[src/rtl/clk_div_ctrl.sv]
// Divisor reprogramming sequencer for a clk_div instance: gates the divided clock while it
// is low, swaps the divisor, lets it settle, then ungates so consumers never see a glitch.
//
// state    | meaning
// IDLE     | divider running, ready for a request
// WAIT_LOW | waiting for synchronized divided clock low (bounded by timeout)
// GATE     | output gated, settling before the divisor update
// UPDATE   | new divisor applied to the divider
// SETTLE   | output gated, settling after the divisor update
// DONE     | one-cycle completion pulse
module clk_div_ctrl #(
    parameter int DIV_WIDTH      = 4,
    parameter int DEFAULT_DIV    = 1,
    parameter int SETTLE_CYCLES  = 4,
    parameter int TIMEOUT_CYCLES = 64
) (
    input  logic                 clk_i,
    input  logic                 rst_i,
    input  logic [DIV_WIDTH-1:0] req_div_i,
    input  logic                 req_valid_i,
    output logic                 req_ready_o,
    input  logic                 div_clk_i,
    output logic [DIV_WIDTH-1:0] div_o,
    output logic                 clk_en_o,
    output logic                 busy_o,
    output logic                 done_o,
    output logic                 timeout_o
);
    localparam int TO_W = $clog2(TIMEOUT_CYCLES + 1);
    localparam int ST_W = $clog2(SETTLE_CYCLES + 1);
    localparam logic [TO_W-1:0]      TO_LAST = TO_W'(TIMEOUT_CYCLES - 1);
    localparam logic [ST_W-1:0]      ST_LOAD = ST_W'(SETTLE_CYCLES - 1);
    localparam logic [DIV_WIDTH-1:0] DIV_RST = DIV_WIDTH'(DEFAULT_DIV);

    typedef enum logic [2:0] {
        IDLE, WAIT_LOW, GATE, UPDATE, SETTLE, DONE
    } state_t;

    state_t               state_q, state_d;
    logic                 div_clk_meta, div_clk_s;
    logic [TO_W-1:0]      to_cnt_q, to_cnt_d;
    logic [ST_W-1:0]      st_cnt_q, st_cnt_d;
    logic [DIV_WIDTH-1:0] pend_q, pend_d;
    logic [DIV_WIDTH-1:0] div_q, div_d;
    logic                 clk_en_q, clk_en_d;

    always_ff @(posedge clk_i) begin
        if (rst_i) begin
            state_q      <= IDLE;
            div_clk_meta <= 1'b0;
            div_clk_s    <= 1'b0;
            to_cnt_q     <= '0;
            st_cnt_q     <= '0;
            pend_q       <= '0;
            div_q        <= DIV_RST;
            clk_en_q     <= 1'b1;
        end else begin
            state_q      <= state_d;
            div_clk_meta <= div_clk_i;
            div_clk_s    <= div_clk_meta;
            to_cnt_q     <= to_cnt_d;
            st_cnt_q     <= st_cnt_d;
            pend_q       <= pend_d;
            div_q        <= div_d;
            clk_en_q     <= clk_en_d;
        end
    end

    always_comb begin
        state_d   = state_q;
        to_cnt_d  = to_cnt_q;
        st_cnt_d  = st_cnt_q;
        pend_d    = pend_q;
        div_d     = div_q;
        clk_en_d  = clk_en_q;
        timeout_o = 1'b0;
        unique case (state_q)
            IDLE: begin
                if (req_valid_i) begin
                    pend_d = req_div_i;
                    if (req_div_i == div_q) begin
                        state_d = DONE;
                    end else begin
                        state_d  = WAIT_LOW;
                        to_cnt_d = '0;
                    end
                end
            end
            WAIT_LOW: begin
                to_cnt_d = to_cnt_q + TO_W'(1);
                // A stuck-high divided clock still gets gated after the timeout.
                if (!div_clk_s || to_cnt_q == TO_LAST) begin
                    timeout_o = div_clk_s;
                    to_cnt_d  = to_cnt_q;
                    state_d   = GATE;
                    clk_en_d  = 1'b0;
                    st_cnt_d  = ST_LOAD;
                end
            end
            GATE: begin
                if (st_cnt_q == '0) begin
                    state_d = UPDATE;
                end else begin
                    st_cnt_d = st_cnt_q - ST_W'(1);
                end
            end
            UPDATE: begin
                div_d    = pend_q;
                st_cnt_d = ST_LOAD;
                state_d  = SETTLE;
            end
            SETTLE: begin
                if (st_cnt_q == '0) begin
                    clk_en_d = 1'b1;
                    state_d  = DONE;
                end else begin
                    st_cnt_d = st_cnt_q - ST_W'(1);
                end
            end
            DONE: begin
                state_d = IDLE;
            end
            default: begin
                state_d = IDLE;
            end
        endcase
    end

    assign req_ready_o = (state_q == IDLE);
    assign busy_o      = (state_q != IDLE);
    assign done_o      = (state_q == DONE);
    assign div_o       = div_q;
    assign clk_en_o    = clk_en_q;

endmodule

[config.mk]
export PLATFORM = sky130hd
export DESIGN_NAME = clk_div_ctrl
export DESIGN_NICKNAME = d
export VERILOG_FILES = /design/src/rtl/clk_div_ctrl.sv
export SDC_FILE = /design/constraint.sdc
export NUM_CORES = 1
export LEC_CHECK = 0
export CORE_MARGIN = 1.5
export CORE_UTILIZATION = 50
export DETAILED_ROUTE_END_ITERATION = 7
export GPL_TIMING_DRIVEN = 0
export HOLD_SLACK_MARGIN = 0.05
export PLACE_DENSITY_LB_ADDON = 0.08
export SYNTH_ARGS = -nofsm -noshare
export SYNTH_HDL_FRONTEND = slang
export SYNTH_SLANG_ARGS = --single-unit
[constraint.sdc]
create_clock -name clk_i -period 3.4 [get_ports clk_i]
set_input_delay 0.51 -clock clk_i [delete_from_list [all_inputs] [get_ports clk_i]]
set_output_delay 0.51 -clock clk_i [all_outputs]
set_load 0.05 [all_outputs]
==> results_dict.tcl <==
set metrics [dict create \
    vias 1193 \
    nNetsFinal 180 \
    hold_path_class "flop to flop" \
    dpl.hpwl_mm 2.20 \
    fillCellCount 226 \
    netlist_area_um2 1330 \
    grt-ovfl-total 0 \
    antenna_found_initial 0 \
    grtUsageTotal_pct 23.7 \
    critical-path-max-stage-delay_ns 0.85 \
    final_util_pct 63.0 \
    worstSetupStartpoint "state_q[0]" \
    hp-start "div_clk_meta" \
    slew_violations 0 \
    dieHeight_um 54.5 \
    cp_slowest_cell "clkdlybuf4s50_1" \
    p_leak_nw 0.548 \
    finalCriticalPeriod_ns 2.94 \
    timing.fmax_mhz 340 \
    cts.repair.resized 0 \
    pre_cts_ws_ns 0.838 \
    setup_ws_ns 0.462 \
    finalClockSkew_ns 0.0121 \
    power_density_nw_per_um2 492 \
    critPathKind "flop to primary output" \
    n_antenna_cell 0 \
    drtIter0Drc 45 \
    crit_fanout 10 \
    viasPerCell 6.03 \
    status "completed" \
    worst-path-buf-inv 3 \
    finalHoldViolCount 0 \
    hold_buffers 0 \
    setup_tns_ns 0 \
    wl_per_cell_um 15.9 \
    holdPathEnd "div_clk_s" \
    worstSkewPairLatency_ns 0.32 \
    slew_headroom_pct 62.0 \
    grt_max_degree 15 \
    num_rows 18 \
    gp_congestion 0.808 \
    synthCells 148 \
    synth_seq_area_share_pct 36.3 \
    path_cells "buf_6 > nor3b_4 > buf_6 > nand2_2 > nor4_1 > clkdlybuf4s50_1" \
    crit-reg2reg-launch "to_cnt_q[0]" \
    rsz0062_at_grt "false" \
    hold-path-cell-count 1 \
    ir_drop_mv 0.368 \
    avgSynthCellArea_um2 8.95 \
    rr_worst_depth 5 \
    cp-end-kind "primary output" \
    grt_pass1_wl_mm 5.02 \
    cts.clk_slew.worst_paths_ns 0.15 \
    drc 0 \
    fp.dieW_um 54.5 \
    firstDrtPassIters 4 \
    crit_family "buffers and inverters" \
    ios 17 \
    clockBufferDepth 2 \
    cp_data_arrival_time_ns 2.43 \
    numPortBuffers 16 \
    cts_setup_buffers 0 \
    r2r_slack_ns 1.48 \
    tritoncts "built" \
    cpMostUsedCell "buf_6" \
    cts.sinks 24 \
    synth-edff-count 0 \
    core_area_um2 2500 \
    cts-htree-levels 1 \
    initial_core_util_pct 53.0 \
    synth_nets 159 \
    antenna_left 0 \
    ys_ff_latch 24 \
    finalCritPeriodShare_pct 86.4 \
    drt-total-wl_mm 3.15 \
    r2r_end "st_cnt_q[0]" \
    first_global_vias 1076 \
    die-area_um2 2970 \
    critPathLaunchType "flop" \
    drive_above_1_share_pct 13.7 \
    cts_buffers 3 \
    cap_violations 0 \
    worstPathRequired_ns 2.89 \
    yosys_warnings 0 \
    syn_to_final_growth_pct 18.9 \
    layout.area.seq_um2 480 \
    final-setup-viol-count 0 \
    multi_input_area_um2 786 \
    synthFlopType "dfxtp_1" \
    synth_cell_types 52 \
    worst_pin_slew_ns 0.565 \
    ys_async_sr_fraction_pct 0 \
    root_buffer "clkbuf_4" \
]
-- cell usage in the layout (no fill, tap or decap), types with 4 or more instances in the layout --
master	netlist	routed
a21oi_1	15	15
clkdlybuf4s50_1	0	16
dfxtp_1	24	24
inv_1	4	4
nand2_1	13	13
nand2b_1	4	4
nand3_1	10	10
nor2_1	8	8
nor2b_1	4	4
o21ai_0	6	6
xor2_1	5	5
-- state kept, by name, indices dropped and copies added, names as in the netlist --
signal and cells:
div_clk_s 1, div_o 4, pend_q 4, state_q 3, st_cnt_q 3, to_cnt_q 7
div_clk_meta 1, clk_en_o 1
-- power breakdown --
group          total, mW  internal (mW)  leakage (nW)  switching [mW]
sequential         0.317          0.301         0.196          0.0165
combinational      0.246         0.0905         0.325           0.155
clock              0.212          0.119        0.0279          0.0931
-- per-layer routing --
layer / share of wire [%] / track usage (%) / vias up
li1: - / - / 584
met1: 48 / 32.5 / 567
met2: 47 / 38.0 / 38
met3: 3.8 / 3.01 / 4
met4: 0.95 / 8.33 / 0
met5: 0 / 0 / -
-- synthesized netlist by cell type (all sizes together) (2+ instances only) --
| master | n | share of area, % |
|---|---|---|
| dfxtp | 24 | 36 |
| nand3 | 11 | 4.5 |
| nand3b | 2 | 1.1 |
| nand2b | 4 | 1.9 |
| ha | 3 | 2.8 |
| a31oi | 3 | 1.4 |
| a21oi | 15 | 5.7 |
| nor2b | 4 | 1.9 |
| nor3b | 3 | 2.5 |
| nor2 | 8 | 2.3 |
| clkbuf | 2 | 0.57 |
| nor4 | 2 | 1.4 |
| inv | 4 | 1.1 |
| nand2 | 15 | 4.6 |
| nor3 | 3 | 2.0 |
| a311oi | 3 | 3.4 |
| buf | 5 | 2.7 |
| xor2 | 5 | 3.3 |
| a22oi | 2 | 2.2 |
| o21ai | 6 | 2.3 |
-- cell families after synthesis --
family | count (synthesis) | synth area share [%]
XOR/XNOR | 5 | 3.30
AO/OA/AOI/OAI | 43 | 24.9
buffers and inverters | 11 | 4.44
multiplexers | 2 | 1.61
flip-flops | 24 | 36.3
AND/OR/NAND/NOR | 60 | 26.6
adder cells (fa/ha/maj) | 3 | 2.83
-- cell type report --
| class | instances | share of cell area, % |
|---|---|---|
| repair buffers | 16 | 10.2 |
| flip-flops and latches | 24 | 30.5 |
| inverters | 4 | 0.953 |
| clock buffers | 3 | 1.43 |
| multi-input cells | 113 | 49.9 |
| well taps | 30 | 2.38 |
| clock inverters | 1 | 1.91 |
| plain buffers | 7 | 2.78 |
-- worst max-delay path by stage --
stage,cells past startpoint,endpoint,slack [ns]
floorplan,5,timeout_o,0.50
global placement,6,timeout_o,0.84
detailed placement,6,timeout_o,0.84
CTS,6,timeout_o,0.44
global route,6,timeout_o,0.31
finish,6,timeout_o,0.46
-- through the flow --
step | total power [mW] | instances | hold slack, ns | area [um^2]
final | 0.775 | 198 | 0.461 | 1580
after global routing | 0.810 | 198 | 0.486 | 1580
after detailed placement | 0.566 | 194 | 0.436 | 1520
after floorplan | 0.498 | 148 | 0.414 | 1330
after CTS | 0.780 | 198 | 0.462 | 1580
after global placement | 0.559 | 194 | 0.425 | 1520
Power figures use the tool's default switching activity.
